### src/rtl/imm_pkg.sv
`default_nettype none
// ============================================================================
// Module      : imm_pkg
// Description : Opcodes, format tags and shared widths for immediate decode.
// Revision    : 1.0 - initial release
// ============================================================================
package imm_pkg;

    localparam int FMT_W = 3;

    typedef enum logic [FMT_W-1:0] {
        FMT_NONE = 3'd0,
        FMT_I    = 3'd1,
        FMT_S    = 3'd2,
        FMT_B    = 3'd3,
        FMT_U    = 3'd4,
        FMT_J    = 3'd5,
        FMT_Z    = 3'd6
    } imm_fmt_e;

    localparam logic [6:0] c_OPC_LOAD      = 7'b0000011;
    localparam logic [6:0] c_OPC_OP_IMM    = 7'b0010011;
    localparam logic [6:0] c_OPC_AUIPC     = 7'b0010111;
    localparam logic [6:0] c_OPC_OP_IMM_32 = 7'b0011011;
    localparam logic [6:0] c_OPC_STORE     = 7'b0100011;
    localparam logic [6:0] c_OPC_OP        = 7'b0110011;
    localparam logic [6:0] c_OPC_LUI       = 7'b0110111;
    localparam logic [6:0] c_OPC_OP_32     = 7'b0111011;
    localparam logic [6:0] c_OPC_BRANCH    = 7'b1100011;
    localparam logic [6:0] c_OPC_JALR      = 7'b1100111;
    localparam logic [6:0] c_OPC_JAL       = 7'b1101111;
    localparam logic [6:0] c_OPC_SYSTEM    = 7'b1110011;

endpackage
`default_nettype wire

### src/rtl/imm_extract.sv
`default_nettype none
// ============================================================================
// Module      : imm_extract
// Description : Combinational opcode-to-format/immediate decoder.
//               Macro IMM_DECODE_ZICSR_EN enables SYSTEM (CSR-immediate) decode.
// Revision    : 1.0 - initial release
// ============================================================================
module imm_extract
    import imm_pkg::*;
#(
    parameter int XLEN = 32
) (
    input  logic [31:0]      instr,
    output logic [XLEN-1:0]  imm,
    output logic [FMT_W-1:0] fmt,
    output logic             illegal
);

    logic [31:0] w_imm32;

    // Every format fits a 32-bit sign-extended value; widen once at the end.
    always_comb begin
        w_imm32 = '0;
        fmt     = FMT_NONE;
        illegal = 1'b0;
        if (instr[1:0] != 2'b11) begin
            illegal = 1'b1;
        end else begin
            case (instr[6:0])
                c_OPC_OP_IMM, c_OPC_LOAD, c_OPC_JALR: begin
                    fmt     = FMT_I;
                    w_imm32 = {{20{instr[31]}}, instr[31:20]};
                end
                c_OPC_STORE: begin
                    fmt     = FMT_S;
                    w_imm32 = {{20{instr[31]}}, instr[31:25], instr[11:7]};
                end
                c_OPC_BRANCH: begin
                    fmt     = FMT_B;
                    w_imm32 = {{19{instr[31]}}, instr[31], instr[7],
                               instr[30:25], instr[11:8], 1'b0};
                end
                c_OPC_LUI, c_OPC_AUIPC: begin
                    fmt     = FMT_U;
                    w_imm32 = {instr[31:12], 12'b0};
                end
                c_OPC_JAL: begin
                    fmt     = FMT_J;
                    w_imm32 = {{12{instr[31]}}, instr[19:12], instr[20],
                               instr[30:21], 1'b0};
                end
                c_OPC_OP: begin
                    fmt = FMT_NONE;
                end
                c_OPC_OP_IMM_32: begin
                    if (XLEN == 64) begin
                        fmt     = FMT_I;
                        w_imm32 = {{20{instr[31]}}, instr[31:20]};
                    end else begin
                        illegal = 1'b1;
                    end
                end
                c_OPC_OP_32: begin
                    illegal = (XLEN != 64);
                end
`ifdef IMM_DECODE_ZICSR_EN
                c_OPC_SYSTEM: begin
                    if (instr[14]) begin
                        fmt     = FMT_Z;
                        w_imm32 = {27'b0, instr[19:15]};
                    end
                end
`endif
                default: begin
                    illegal = 1'b1;
                end
            endcase
        end
    end

    assign imm = XLEN'($signed(w_imm32));

endmodule
`default_nettype wire

### src/rtl/imm_decode_stage.sv
`default_nettype none
// ============================================================================
// Module      : imm_decode_stage
// Description : Registered immediate-decode stage with two-entry skid buffer.
//               Macro IMM_DECODE_ZICSR_EN is honoured by imm_extract.
// Revision    : 1.0 - initial release
// ============================================================================
module imm_decode_stage
    import imm_pkg::*;
#(
    parameter int XLEN = 32
) (
    input  logic             clk,
    input  logic             rst_n,
    input  logic             flush,
    input  logic             in_valid,
    output logic             in_ready,
    input  logic [31:0]      in_instr,
    input  logic [XLEN-1:0]  in_pc,
    output logic             out_valid,
    input  logic             out_ready,
    output logic [XLEN-1:0]  out_imm,
    output logic [FMT_W-1:0] out_fmt,
    output logic [XLEN-1:0]  out_target,
    output logic             out_illegal
);

    localparam int c_PW = 2*XLEN + FMT_W + 1;

    logic [XLEN-1:0]  w_imm;
    logic [FMT_W-1:0] w_fmt;
    logic             w_illegal;
    logic             w_pcrel;
    logic [XLEN-1:0]  w_target;
    logic [c_PW-1:0]  w_payload;
    logic             w_accept;
    logic             w_main_free;

    logic             r_main_valid;
    logic             r_skid_valid;
    logic             r_in_ready;
    logic [c_PW-1:0]  r_main_data;
    logic [c_PW-1:0]  r_skid_data;

    imm_extract #(
        .XLEN    (XLEN)
    ) u_extract (
        .instr   (in_instr),
        .imm     (w_imm),
        .fmt     (w_fmt),
        .illegal (w_illegal)
    );

    // JALR is excluded: its base is rs1, resolved downstream.
    assign w_pcrel   = (w_fmt == FMT_B) || (w_fmt == FMT_J) ||
                       (!w_illegal && in_instr[6:0] == c_OPC_AUIPC);
    assign w_target  = w_pcrel ? (in_pc + w_imm) : '0;
    assign w_payload = {w_imm, w_fmt, w_target, w_illegal};

    assign w_accept    = in_valid && r_in_ready;
    assign w_main_free = !r_main_valid || out_ready;

    always_ff @(posedge clk or negedge rst_n) begin
        if (!rst_n) begin
            r_main_valid <= 1'b0;
            r_skid_valid <= 1'b0;
            r_in_ready   <= 1'b0;
            r_main_data  <= '0;
            r_skid_data  <= '0;
        end else if (flush) begin
            r_main_valid <= 1'b0;
            r_skid_valid <= 1'b0;
            r_in_ready   <= 1'b1;
        end else if (w_main_free) begin
            // in_ready is low whenever skid is occupied, so no accept collides here.
            if (r_skid_valid) begin
                r_main_data  <= r_skid_data;
                r_main_valid <= 1'b1;
                r_skid_valid <= 1'b0;
            end else begin
                r_main_valid <= w_accept;
                if (w_accept) begin
                    r_main_data <= w_payload;
                end
            end
            r_in_ready <= 1'b1;
        end else if (w_accept) begin
            r_skid_data  <= w_payload;
            r_skid_valid <= 1'b1;
            r_in_ready   <= 1'b0;
        end
    end

    assign in_ready  = r_in_ready;
    assign out_valid = r_main_valid;
    assign {out_imm, out_fmt, out_target, out_illegal} = r_main_data;

endmodule
`default_nettype wire
### config.mk
export PLATFORM = sky130hd
export DESIGN_NAME = imm_decode_stage
export DESIGN_NICKNAME = d
export VERILOG_FILES = /design/src/rtl/imm_pkg.sv /design/src/rtl/imm_extract.sv /design/src/rtl/imm_decode_stage.sv
export SDC_FILE = /design/constraint.sdc
export NUM_CORES = 1
export LEC_CHECK = 0
export ABC_CLOCK_PERIOD_IN_PS = 2500
export CAP_MARGIN = 20
export CORE_ASPECT_RATIO = 0.6
export CORE_UTILIZATION = 35
export DETAILED_ROUTE_END_ITERATION = 10
export GPL_ROUTABILITY_DRIVEN = 1
export HOLD_SLACK_MARGIN = 0.08
export SYNTH_ARGS = -nofsm -noshare
export SYNTH_HDL_FRONTEND = slang
export SYNTH_SLANG_ARGS = --single-unit
### constraint.sdc
create_clock -name clk -period 2.5 [get_ports clk]
set_clock_uncertainty 0.15 [all_clocks]
set_input_delay 0.5 -clock clk [delete_from_list [all_inputs] [get_ports clk]]
set_output_delay 0.5 -clock clk [all_outputs]
set_load 0.05 [all_outputs]
Word level (Yosys, flattened, before mapping):

Cells that the tools add are included.

* register bits: 139
* latch bits: 0
* memory bits (writable): 0
* memory bits (read-only): 0
* input bits: 69
* output and inout port bits: 70
* word-level logic and storage cells: 53
* memories: 0

* add/sub/neg operators: 1
* multipliers: 0
* divide/modulo/power cells: 0
* $lt $le $gt $ge: 0
* eq/ne operators: 12
* shift operators: 0
* mux-type cells: 18
* bitwise operators: 2
* reduce and logical (&&, ||, !) cells: 15

Operator list (number)
* one-hot mux 32 bit (5 select lines): 1
* two-way mux 68 bit: 2
* two-way mux 32 bit: 2
* adder 32 bit: 1
* equality test 7 x 6 -> 1 bit, second input constant: 3
* equality test 7 bit, second input constant: 3
* one-hot mux 3 bit (5 select lines): 1
* equality test 7 x 5 -> 1 bit, second input constant: 2
* two-way mux 1 bit: 11
* OR reduction 9 bit: 1
* equality test 7 x 2 -> 1 bit, second input constant: 1
* AND reduction 3 bit: 2
* nonzero test 2 bit: 2
* equality test 3 x 2 -> 1 bit, second input constant: 1
* equality test 3 bit, second input constant: 1
* logical OR 1 bit: 3
* two-way mux 3 bit: 1
* nonzero test 3 bit: 1
* OR reduction 3 bit: 1
* logical AND 1 bit: 2
* logical NOT 1 bit: 2
* inequality test 2 bit, second input constant: 1
* NOT 1 bit: 2
* OR reduction 2 bit: 1

Logic depth before layout (Yosys ltp):

Gate-level depths: netlist of the first run.

* depth in word-level cells: 10
* gate-level depth with buffers: 20
* depth with buffers taken out: 17

Cells and area by module:

A second synthesis of the first run with hierarchy kept.

* cells, all modules: 847
* area total of the unflattened synthesis: 7991.4 sq um

By module, submodules not included
* imm_decode_stage: times used 1, cells each 761, area each 7410.9 sq um, seq. area each 3478.3 sq um
* imm_extract: times used 1, cells each 86, area each 580.6 sq um, seq. area each 0.0 sq um

Worst setup path before layout of the first run:

No wires, ideal clock.

* path type: in2reg
* from: input in_instr[6]
* to: register r_main_data[30]
* setup time: 96 ps
* arrival time: 3649 ps
* data required time: 2254 ps
* slack: -1395 ps
* stages: 19
* buffers on the path: 2
* cells stage by stage: and3b_1 > nand2_1 > a21oi_1 > or2_2 > buf_2 > and2_1 > buf_4 > a21oi_1 > inv_1 > ha_1 > nand2_1 > nor3_1 > nand3_1 > a21o_1 > o211a_1 > o31ai_1 > a21oi_1 > xor2_1 > o31ai_1

* elaborated cells between the ends (all ways): 28
* classes of those cells: add/sub (1); eq/ne (11); mux (9); reduce/logical (7)

RTL lines
* start: declaration: RTL line imm_decode_stage.sv:18 `input logic [31:0] in_instr,`
* equality test 7 x 5 -> 1 bit (tied with other cells): RTL line imm_extract.sv:29 `case (instr[6:0])`
* OR reduction 3 bit or OR reduction 2 bit (tied branches)
* one-hot mux 32 bit (5 select lines) (*): RTL line imm_extract.sv:29
* two-way mux 32 bit (*): RTL line imm_extract.sv:26 `if (instr[1:0] != 2'b11) begin`
* named net u_extract.imm[20]: RTL line imm_extract.sv:14 `output logic [XLEN-1:0] imm,`
* adder 32 bit (*): RTL line imm_decode_stage.sv:57 `assign w_target = w_pcrel ? (in_pc + w_imm) : '0;`
* two-way mux 32 bit (*): RTL line imm_decode_stage.sv:57
* two-way mux 68 bit (*): RTL line imm_decode_stage.sv:82 `if (w_accept) begin`
* two-way mux 68 bit (*): RTL line imm_decode_stage.sv:76 `if (r_skid_valid) begin`
* end signal: assignment: RTL line imm_decode_stage.sv:77 `r_main_data <= r_skid_data;`
* end signal: assignment: RTL line imm_decode_stage.sv:83 `r_main_data <= w_payload;`
* end: declaration: RTL line imm_decode_stage.sv:42 `logic [c_PW-1:0] r_main_data;`

Mark *: on every way through the listed nets, which the timed path passes. The rest lies on a longest branch. The select of a mux whose other input is x is not followed.
A chain may end at the register's enable or synchronous reset.

Worst setup path after layout of the first run:

* from: input in_instr[5]
* to: register r_main_data[25]

The elaborated chain is that of the path after synthesis.

==> results of run 1 <==
## what timing repair did
item	CTS	global route
cloned	1	0
hold buffers	1	0
hold endpoints to repair	30	0
setup endpoints to repair	69	60
setup buffers	29	28
pin swaps	62	84
gates resized for setup	152	91
## worst min path at each step
stage,start,endpoint,slack (ns),cells after the start
after detailed placement,rst_n,r_main_data[64],0.26,1
after global routing,r_skid_data[41],r_skid_data[41],0.35,2
after floorplan,rst_n,in_ready,0.05,0
final,r_main_data[36],r_main_data[36],0.33,2
after global placement,rst_n,r_main_data[64],0.26,1
after CTS,r_skid_data[3],r_skid_data[3],0.33,2
## layout make-up
cell class                 instances  area [um2]
clock buffer                      23         488
clock inverter                     9         159
fill                            1899        8850
inverter                          40         153
multi-input combinational        711        5140
sequential                       139        3480
tap                              286         358
timing repair buffer             378        3440
## Yosys cell counts, drive strengths merged, types with 3 or more instances
cell	n	share of area
a211oi	3	0.0029
a22o	3	0.0033
mux2	3	0.0043
and2	4	0.0032
buf	12	0.0084
nor2	69	0.033
a31oi	5	0.0059
a22oi	5	0.0048
nand3	12	0.0076
o21bai	5	0.0048
mux2i	5	0.0064
o31ai	13	0.013
inv	40	0.019
nor3	15	0.0095
xor2	12	0.013
a221oi	5	0.0064
or3	3	0.0024
o211ai	4	0.0038
and3	10	0.0079
o21ai	131	0.083
nand2	173	0.082
o21a	5	0.0048
ha	31	0.049
dfrtp	139	0.44
xnor2	17	0.019
a21o	21	0.020
a21boi	5	0.0048
a21oi	117	0.075
nor2b	5	0.0040
nand2b	7	0.0056
clkbuf	48	0.023
## cell families (layout without fill, tap and decap cells)
group / count (synthesis) / in the layout / synth area share
compound gates: 336 / 336 / 0.251
simple gates: 306 / 306 / 0.163
flops: 139 / 139 / 0.442
buf+inv: 100 / 450 / 0.0504
fa+ha+maj: 32 / 32 / 0.0518
xor+xnor: 29 / 29 / 0.0323
mux: 8 / 8 / 0.0106
## worst min-delay path: cells and delay by family (launching register included)
kind	cells	cell delay (ns)
AO/OA/AOI/OAI	1	0.06
flip-flops	1	0.34
AND/OR/NAND/NOR	1	0.05
## flip-flops by register name (all words and copies together), names as in the netlist
signal,count
r_main_data,68
r_skid_data,68
in_ready,1
out_valid,1
r_skid_valid,1
## per-stage QoR
stage               instance area, um2  total power, uW  setup WS (ns)
floorplan                         8260             3000          -1.01
global placement                 11200             3570          -1.87
detailed placement               11200             3580          -1.91
global route                     13200             6750          -1.08
finish                           13200             6500         -0.957
CTS                              12600             6480         -0.907
## power by group
group	total, uW	switching (uW)	internal [uW]
sequential	2390	51.8	2340
combinational	1320	739	584
clock	2790	1010	1780
total	6500	1800	4700
## layer usage
layer | up-vias | track usage
li1 | 3965 | -
met1 | 3852 | 0.365
met2 | 219 | 0.343
met3 | 28 | 0.0411
met4 | 0 | 0.0654
met5 | - | 0
==> results.md, run 1 <==
- Slew margin rel.: 0.614
- Worst min path class: flop to flop
- Global-route usage over all layers: 0.239
- Crit Path Class: input pin to flop
- Synth Instances: 950
- Final period util: 1.38
- First-pass GRT wire length: 42.5 mm
- Critical Path Start: in_instr[5]
- Most common cell after layout, fill and taps aside: buf_4
- CP Buf/Inv Count: 3
- Top cell by count, worst path: a21oi_4
- Total die area: 23100 um2
- Count of input and output buffers: 138
- Placed Instances: 1497
- Post-synth EDFFs: 0
- Synth unique cells: 59
- Stages on worst setup path: 18
- Layout cells sized above 1: 0.352
- Clock Path Buffers: 2
- Worst skew pair latency: 0.43 ns
- CTS tree: yes
- Most frequent cells in the layout: 201 x buf_4, 157 x nand2_1, 138 x dfrtp_1
- GRT Residual Overflow: 0
- Final Hold Vio Count: 0
- Slowest stage delay, CP: 0.37 ns
- Crit end category: flop
- Root Driver: clkbuf_16
- Final count of pins violating max slew: 0
- Routed len/inst: 17.1 um
- Failing checks: design-rule violations, negative setup slack
- Synth Flop Type: dfrtp_1
- Utilization after layout: 0.599
- Layout area overhead: 67.9%
- Status: finished with violations
- WP data required: 2.66 ns
- Worst-path cell chain: buf_8 > and3b_2 > a21oi_4 > nor3_4 > a21oi_4 > inv_2 > ha_4 > fa_2 > a21o_1 > a221oi_4 > o21a_1 > a211o_2 > a31oi_4 > buf_6 > xnor2_4 > nor3_2 > a21oi_1 > o21ai_1
- Sink Count: 139
- Reg2reg end: r_main_data[64]
- VDD IR max: 0.481 mV
- Worst Setup EP: r_main_data[25]
- Seq/Total Area, Yosys: 0.442
- Area of the core: 22100 um2
- Slew @ Worst Pin: 0.579 ns
- Setup-failing EPs final: 56
- Critical Path AT: 3.62 ns
- Drc violations: 1
- Htree depth: 4
- Max Used Layer: met4
- Hold Worst Slack: 0.326 ns
- Routed vias: 8064
- Tmin final: 3.46 ns
- N_diodes: 0
- Synth Area per Inst: 8.29 um2
- Non-filler cells, final: 1586
- CP max stage cell: a221oi_4
- Worst-path maximum fanout: 4
- TritonCTS Buffers: 17
- Reg2Reg Depth: 4
- Sum Neg Setup Slack: -39.34 ns
- DIE WIDTH: 196 um
- Yosys warns: 0
- Initial DRC count: 461
- Ys async rst share: 1.00
- Die extent in y: 118 um
- Startpoint types: input pin
- Fmax: 0.289 GHz
- Max-cap viol count: 0
- Wirelength, routed: 27.1 mm
- Drt via density: 5.08
- # rows: 42
- Mapped Area: 7880 um2
- Initial antenna violation count: 0
- Final Worst Setup Slack: -0.957 ns
- Final ANT Viol Nets: 0
- Vias in the first global route: 7784
- PD cells: 492 nW/um2
- Met1 wire length: 13.8 mm
- Synthesized net count: 1051
- First-pass detailed-route iteration total: 8
- RSZ-0062 raised after global routing: true
- Reg2reg start: r_skid_valid
- Worst-path clk slew: 0.06 ns
- Initial Utilization: 0.357
- GPL Wtd Cong: 0.909
- Leak: 0.00604 uW
- Metal2 WL: 11.6 mm
- Reg2reg setup slack: 0.61 ns
- Crit path max-delay family: compound AO/OA/AOI/OAI gates
- Met3 WL: 1.29 mm
- Yosys reg bits: 139
- Num ports: 139
- DP HPWL: 19.6 mm
- Final net count: 1388
- Largest net degree at the start of global routing: 127
Note: power is estimated with default switching activity, not from simulation.
==> run 2: changes to the inputs <==
Settings changed: HOLD_SLACK_MARGIN 0.08 to not set.
==> results of run 2 <==
Final layout, timing and power as in run 1 (identical DEF).
